==> src/rtl/pe_group_sched_pkg.sv <==
// Shared constants, widths and state encoding for the PE group layer scheduler.
package pe_group_sched_pkg;

  localparam int unsigned DimW   = 6;
  localparam int unsigned LayerW = 4;
  localparam int unsigned CntW   = 12;
  localparam int unsigned PE_LAT = 3;

  localparam logic [2:0] PROC_IDLE  = 3'd0;
  localparam logic [2:0] PROC_START = 3'd1;

  typedef enum logic [2:0] {
    StIdle,
    StLoadW,
    StPrime,
    StRun,
    StDrain,
    StFlush
  } state_e;

endpackage

==> src/rtl/win_counter.sv <==
// Raster-order window position counter: col runs fastest and wraps at cols-1 into the next row.
module win_counter
  import pe_group_sched_pkg::*;
(
  input  logic            clk,
  input  logic            rst,
  input  logic            clear,
  input  logic            advance,
  input  logic [DimW-1:0] rows,
  input  logic [DimW-1:0] cols,
  output logic [DimW-1:0] row,
  output logic [DimW-1:0] col,
  output logic            last
);

  logic [DimW-1:0] row_q, row_d, col_q, col_d;
  logic            col_end, row_end;

  always_comb begin
    col_end = (col_q == cols - 6'd1);
    row_end = (row_q == rows - 6'd1);
    last    = col_end && row_end;
    row_d   = row_q;
    col_d   = col_q;
    if (clear) begin
      row_d = '0;
      col_d = '0;
    end else if (advance) begin
      if (col_end) begin
        col_d = '0;
        row_d = row_end ? '0 : row_q + 6'd1;
      end else begin
        col_d = col_q + 6'd1;
      end
    end
  end

  always_ff @(posedge clk or negedge rst) begin
    if (!rst) begin
      row_q <= '0;
      col_q <= '0;
    end else begin
      row_q <= row_d;
      col_q <= col_d;
    end
  end

  assign row = row_q;
  assign col = col_q;

endmodule

==> src/rtl/pe_group_sched.sv <==
// Layer-pass scheduler: loads weights, streams ifmap windows to the PE group, drains it,
// and writes back output-map results until the whole map has been stored.
module pe_group_sched
  import pe_group_sched_pkg::*;
(
  input  logic              clk,
  input  logic              rst,
  input  logic              start,
  input  logic              abort,
  input  logic [LayerW-1:0] layer,
  input  logic [DimW-1:0]   out_cols,
  input  logic [DimW-1:0]   out_rows,
  input  logic              wb_en,
  output logic [2:0]        process,
  output logic              finish_flag,
  output logic              w_rd_en,
  output logic [LayerW-1:0] w_addr,
  output logic              if_rd_en,
  output logic [DimW-1:0]   if_row,
  output logic [DimW-1:0]   if_col,
  output logic              ofm_we,
  output logic [CntW-1:0]   ofm_addr,
  output logic              busy,
  output logic              done,
  output logic              err
);

  localparam logic [1:0] DrainLast = 2'(PE_LAT - 1);

  state_e            state_q, state_d;
  logic [LayerW-1:0] layer_q;
  logic [DimW-1:0]   cols_q, rows_q;
  logic [CntW-1:0]   wb_cnt_q, total;
  logic [1:0]        drain_q, drain_d;
  logic              win_done_q, win_done_d;
  logic              err_q;
  logic              accept, bad_start, win_adv, win_last;

  win_counter u_win_counter (
    .clk     (clk),
    .rst     (rst),
    .clear   (accept),
    .advance (win_adv),
    .rows    (rows_q),
    .cols    (cols_q),
    .row     (if_row),
    .col     (if_col),
    .last    (win_last)
  );

  assign total    = CntW'(rows_q) * CntW'(cols_q);
  assign busy     = (state_q != StIdle);
  assign ofm_we   = wb_en && busy && (wb_cnt_q < total);
  assign ofm_addr = wb_cnt_q;
  assign err      = err_q;

  always_comb begin
    state_d     = state_q;
    drain_d     = (state_q == StDrain) ? drain_q + 2'd1 : '0;
    win_done_d  = win_done_q;
    win_adv     = 1'b0;
    accept      = 1'b0;
    bad_start   = 1'b0;
    process     = PROC_IDLE;
    finish_flag = 1'b0;
    w_rd_en     = 1'b0;
    w_addr      = '0;
    if_rd_en    = 1'b0;
    done        = 1'b0;
    unique case (state_q)
      StIdle: begin
        // abort in the same cycle drops the start entirely
        if (start && !abort) begin
          if (out_cols != '0 && out_rows != '0) begin
            accept     = 1'b1;
            win_done_d = 1'b0;
            state_d    = StLoadW;
          end else begin
            bad_start = 1'b1;
          end
        end
      end
      StLoadW: begin
        w_rd_en = 1'b1;
        w_addr  = layer_q;
        state_d = StPrime;
      end
      StPrime: begin
        if_rd_en   = 1'b1;
        win_adv    = 1'b1;
        win_done_d = win_last;
        state_d    = StRun;
      end
      StRun: begin
        process  = PROC_START;
        if_rd_en = !win_done_q;
        win_adv  = !win_done_q;
        if (win_done_q || win_last) state_d = StDrain;
      end
      StDrain: begin
        finish_flag = 1'b1;
        if (drain_q == DrainLast) state_d = StFlush;
      end
      StFlush: begin
        if (wb_cnt_q == total) begin
          done    = 1'b1;
          state_d = StIdle;
        end
      end
      default: state_d = StIdle;
    endcase
    if (abort && state_q != StIdle) begin
      state_d = StIdle;
      done    = 1'b0;
    end
  end

  always_ff @(posedge clk or negedge rst) begin
    if (!rst) begin
      state_q    <= StIdle;
      layer_q    <= '0;
      cols_q     <= '0;
      rows_q     <= '0;
      wb_cnt_q   <= '0;
      drain_q    <= '0;
      win_done_q <= 1'b0;
      err_q      <= 1'b0;
    end else begin
      state_q    <= state_d;
      drain_q    <= drain_d;
      win_done_q <= win_done_d;
      if (accept) begin
        layer_q  <= layer;
        cols_q   <= out_cols;
        rows_q   <= out_rows;
        wb_cnt_q <= '0;
        err_q    <= 1'b0;
      end else begin
        if (ofm_we)    wb_cnt_q <= wb_cnt_q + 12'd1;
        if (bad_start) err_q    <= 1'b1;
      end
    end
  end

endmodule
==> config.mk <==
export PLATFORM = sky130hd
export DESIGN_NAME = pe_group_sched
export DESIGN_NICKNAME = d
export VERILOG_FILES = /design/src/rtl/pe_group_sched_pkg.sv /design/src/rtl/win_counter.sv /design/src/rtl/pe_group_sched.sv
export SDC_FILE = /design/constraint.sdc
export NUM_CORES = 1
export LEC_CHECK = 0
export CAP_MARGIN = 5
export CORE_AREA = 2 2 82 92
export DETAILED_ROUTE_END_ITERATION = 8
export DIE_AREA = 0 0 84 94
export PLACE_DENSITY = 0.94
export SLEW_MARGIN = 15
export SYNTH_ARGS = -nofsm -noshare
export SYNTH_HDL_FRONTEND = slang
export SYNTH_SLANG_ARGS = --single-unit
==> constraint.sdc <==
create_clock -name clk -period 9.4 [get_ports clk]
set_input_delay 1.88 -clock clk [delete_from_list [all_inputs] [get_ports clk]]
set_output_delay 1.88 -clock clk [all_outputs]
set_load 0.005 [all_outputs]
==> results_tabular.tex <==
\begin{tabular}{lr}
\hline
Metric & Value \\
\hline
\multicolumn{2}{l}{\textbf{Run status}} \\
Outcome & completed \\
\multicolumn{2}{l}{\textbf{Logic synthesis}} \\
Most used DFF post-synth & dfrtp\_1 \\
Distinct cell type count of the synthesized netlist & 55 \\
Count of flip-flops with a built-in enable after synthesis & 0 \\
Post-synthesis cell type with the largest combined area & dfrtp\_1 \\
Number of instances in the synthesized netlist & 468 \\
Total of warnings raised by yosys & 0 \\
Top cells by instance count after synthesis & 63 x nand2\_1, 53 x inv\_1, 47 x dfrtp\_1 \\
Sequential area share after synthesis & approximately 29\% \\
Largest cells by area after synthesis & dfrtp\_1 29\%, ha\_1 12\%, fa\_1 8.4\% \\
Portion of synthesized cell area occupied by the leading cell type & 29.03\% \\
Async set-reset flop share out of synthesis & 100.0\% \\
Synthesized area divided by synthesized cell count & 8.657 sq um \\
Mapped Area & 4051 sq um \\
Leading cell type by number of instances after synthesis & nand2\_1 \\
Synthesized flop and latch total & 47 \\
\multicolumn{2}{l}{\textbf{Power}} \\
Overall power after layout & 1.583 mW \\
Power density normalized to cell area & 336.3 nW/um\^{}2 \\
Fraction of power spent switching nets & 49.22\% \\
Leakage & 2.272 nW \\
Clock share of power & 8.1\% \\
Cell-internal power & 0.8039 mW \\
Sequential group share of total power & roughly 24\% \\
Switching Power & between 0.7 and 0.8 mW \\
Power share of the combinational group & 67.7\% \\
Worst ir drop on vdd & 153.7 uV \\
\multicolumn{2}{l}{\textbf{Placed design}} \\
IO Port Bufs & 56 \\
Gpl congestion & 0.9298 \\
Detailed placement HPWL & 7212 um \\
\multicolumn{2}{l}{\textbf{Worst setup path}} \\
End of the critical path & ofm\_we \\
Terminus of the critical flop-to-flop path & ofm\_addr[10]\$\_DFFE\_PN0P\_ \\
Critical Path Source & cols\_q[2]\$\_DFFE\_PN0P\_ \\
Crit Path Max Fanout & 13 \\
Required time of the critical path & 7.52 ns \\
Type of destination of the critical path & output port \\
Worst path arrival time & 5.71 ns \\
Worst setup SP type & register \\
Startpoint of the worst register-to-register path & cols\_q[2]\$\_DFFE\_PN0P\_ \\
R2r worst-path depth & 20 \\
Flop-to-flop setup slack & 3.95 ns \\
Crit Path Class & reg -> out \\
\multicolumn{2}{l}{\textbf{Cells and area}} \\
Utilization of the core after routing & between 60 and 70\% \\
Signed area change from the synthesized netlist to the final layout & 16.18\% \\
Nets@finish & 590 \\
Ratio of cells with drive above 1 in the final layout & 5.049\% \\
Ant. Diodes & 0 \\
Filler cell count & 505 \\
\multicolumn{2}{l}{\textbf{Clocking}} \\
Max clock buf depth & 2 \\
Setup Buffers After CTS & 0 \\
Root buf cell & clkbuf\_8 \\
Post-CTS Resized & 0 \\
Clock tree from TritonCTS & built \\
Number of H-tree levels & 2 \\
Clock-pin slew on the worst setup and hold paths & $\sim$0.09 ns \\
Clock latency on the worst-skew pair & 0.30 ns \\
Number of clock buffers inserted by TritonCTS & 5 \\
CTS Hold Bufs & 0 \\
Sink count of the clock tree & between 40 and 50 \\
\multicolumn{2}{l}{\textbf{Drt}} \\
Total met2 wirelength after detailed routing & just under 5000 um \\
Length of routed wiring on met1 & 3711 um \\
Total number of vias & 3,502 \\
Per-cell via count in the routed design & 5.837 \\
Detail Route Antenna Nets & 0 \\
Number of optimization iterations in the first detailed-route pass & 6 \\
Post-route DRC violation count & 0 \\
Total Routed Length & 9379 um \\
Met3 wire length & 433 um \\
Top routing layer in use & met4 \\
Iteration-0 DRC count of the detailed router & 320 \\
Average detailed-routed wire length per instance & approximately 16 um \\
\multicolumn{2}{l}{\textbf{Timing}} \\
Count of pins over their slew limit & 0 \\
Accumulated negative setup slack & 0 ns \\
Share of the clock period used by the worst path after layout & 80.71\% \\
Final hold violation count & 0 \\
Normalized max-slew margin & a little under half \\
Setup violation total in the final timing report & 0 \\
Unrepaired setup endpoints after global routing & no \\
Actual transition at the worst max-transition pin & 0.8191 ns \\
Final worst clock skew & 0.004848 ns \\
Highest attainable clock frequency & 0.1318 GHz \\
Min Clock Period, post-route & 7.587 ns \\
\multicolumn{2}{l}{\textbf{Die}} \\
Total core area & $\sim$6900 sq um \\
Die Area & 7896 sq um \\
IO Count & 59 \\
Overall die width & 84 um \\
Std cell rows & 32 \\
Initial Util & around three fifths \\
Overall die height & roughly 94 um \\
\multicolumn{2}{l}{\textbf{Flow run}} \\
Number of maximum-capacitance violations & 0 \\
\multicolumn{2}{l}{\textbf{Global routing}} \\
Maximum number of pins on one net before global-route repair & 48 \\
Antenna violations before repair & 0 \\
Global-route wire length before repair & 15,750 um \\
Grt ovf & 0 \\
Vias in the first global route & 3,408 \\
GRT Resource Usage Total & about a quarter \\
\multicolumn{2}{l}{\textbf{Hold path}} \\
Hold crit path type & reg -> reg \\
\hline
\end{tabular}
## worst min-delay path by stage
stage | start | endpoint | slack [ns] | depth (start not counted)
finish | drain_q[0]$_DFF_PN0_ | drain_q[0]$_DFF_PN0_ | 0.43 | 1
floorplan | drain_q[0]$_DFF_PN0_ | drain_q[0]$_DFF_PN0_ | 0.40 | 1
CTS | drain_q[0]$_DFF_PN0_ | drain_q[0]$_DFF_PN0_ | 0.43 | 1
global placement | drain_q[0]$_DFF_PN0_ | drain_q[0]$_DFF_PN0_ | 0.41 | 1
global route | drain_q[0]$_DFF_PN0_ | drain_q[0]$_DFF_PN0_ | 0.46 | 1
detailed placement | drain_q[0]$_DFF_PN0_ | drain_q[0]$_DFF_PN0_ | 0.42 | 1
## stage by stage
stage	worst slack (ns)	instance area, sq um	hold WS [ns]	std cells
CTS	1.835	4705	0.4315	600
floorplan	2.895	4055	0.4032	469
global route	1.459	4707	0.4598	600
global placement	2.494	4613	0.4133	592
detailed placement	2.177	4613	0.4182	592
finish	1.813	4707	0.4297	600
## critical path, cell delays in order (launching register included)
cell             delay, ns
dfrtp_1               0.50
and2_1                0.21
fa_1                  0.54
inv_1                 0.05
fa_1                  0.48
fa_1                  0.55
inv_1                 0.04
ha_1                  0.32
nor2b_1               0.14
o21ai_0               0.23
a21oi_1               0.13
o21ai_0               0.24
a21oi_1               0.13
xnor2_1               0.14
ha_1                  0.29
nand4_1               0.16
a211oi_1              0.44
nor3_1                0.14
buf_4                 0.21
clkdlybuf4s50_1       0.45
## cells by family after synthesis
family / after synthesis / share of synthesized area (%)
AO/OA/AOI/OAI: 72 / 11.83
adder cells (fa/ha/maj): 55 / 20.14
other: 1 / 0.09256
flip-flops: 47 / 29.03
buffers and inverters: 73 / 7.844
multiplexers: 9 / 2.224
AND/OR/NAND/NOR: 186 / 23.44
XOR/XNOR: 25 / 5.405
## area by class of cell
class                           instances  area, sq um  area share, %
Clock buffer                            5        68.82          1.462
Clock inverter                          3        22.52         0.4785
Timing Repair Buffer                   58        573.1          12.17
Inverter                               53        198.9          4.226
Multi-Input combinational cell        349         2561          54.41
Tap cell                               85        106.4          2.259
Sequential cell                        47         1176          24.99
## per-layer routing
| metal | GRT usage (%) | vias to the layer above |
|---|---|---|
| met4 | 10.48 | 0 |
| met3 | 3.691 | 28 |
| met5 | 0 | - |
| li1 | - | 1652 |
| met2 | 43.80 | 120 |
| met1 | 30.11 | 1702 |
## layout by cell type (no fill, tap or decap), types with 4 or more instances in the layout
master,n
nand2b_1,9
mux2i_1,9
nor2b_1,4
fa_1,17
nand4_1,7
clkdlybuf4s50_1,55
or3_1,4
clkbuf_8,5
a31o_2,4
and3_1,7
nand3_1,16
nor3_1,5
o21ai_0,18
a21o_1,4
and2_1,25
nand2_1,63
xor2_1,10
a21oi_1,20
inv_1,53
ha_1,38
dfrtp_1,47
nor4_1,4
nor2_1,28
xnor2_1,15
## power by group through the flow
| stage | clock network (mW) | registers (mW) | logic, mW |
|---|---|---|---|
| after floorplan | 0 | 0.322 | 0.817 |
| after detailed placement | 0 | 0.383 | 1.06 |
| final | 0.128 | 0.384 | 1.07 |
| after global routing | 0.137 | 0.396 | 1.21 |
| after CTS | 0.129 | 0.380 | 1.07 |
| after global placement | 0 | 0.377 | 0.978 |
## state kept, by name, indices dropped and copies added, names as in the netlist
| signal | count |
|---|---|
| rows_q | 6 |
| cols_q | 6 |
| win_done_q | 1 |
| u_win_counter.row | 6 |
| drain_q | 2 |
| u_win_counter.col | 6 |
| ofm_addr | 12 |
| layer_q | 4 |
| err | 1 |
| state_q | 3 |
Note: power is estimated with default switching activity, not from simulation.
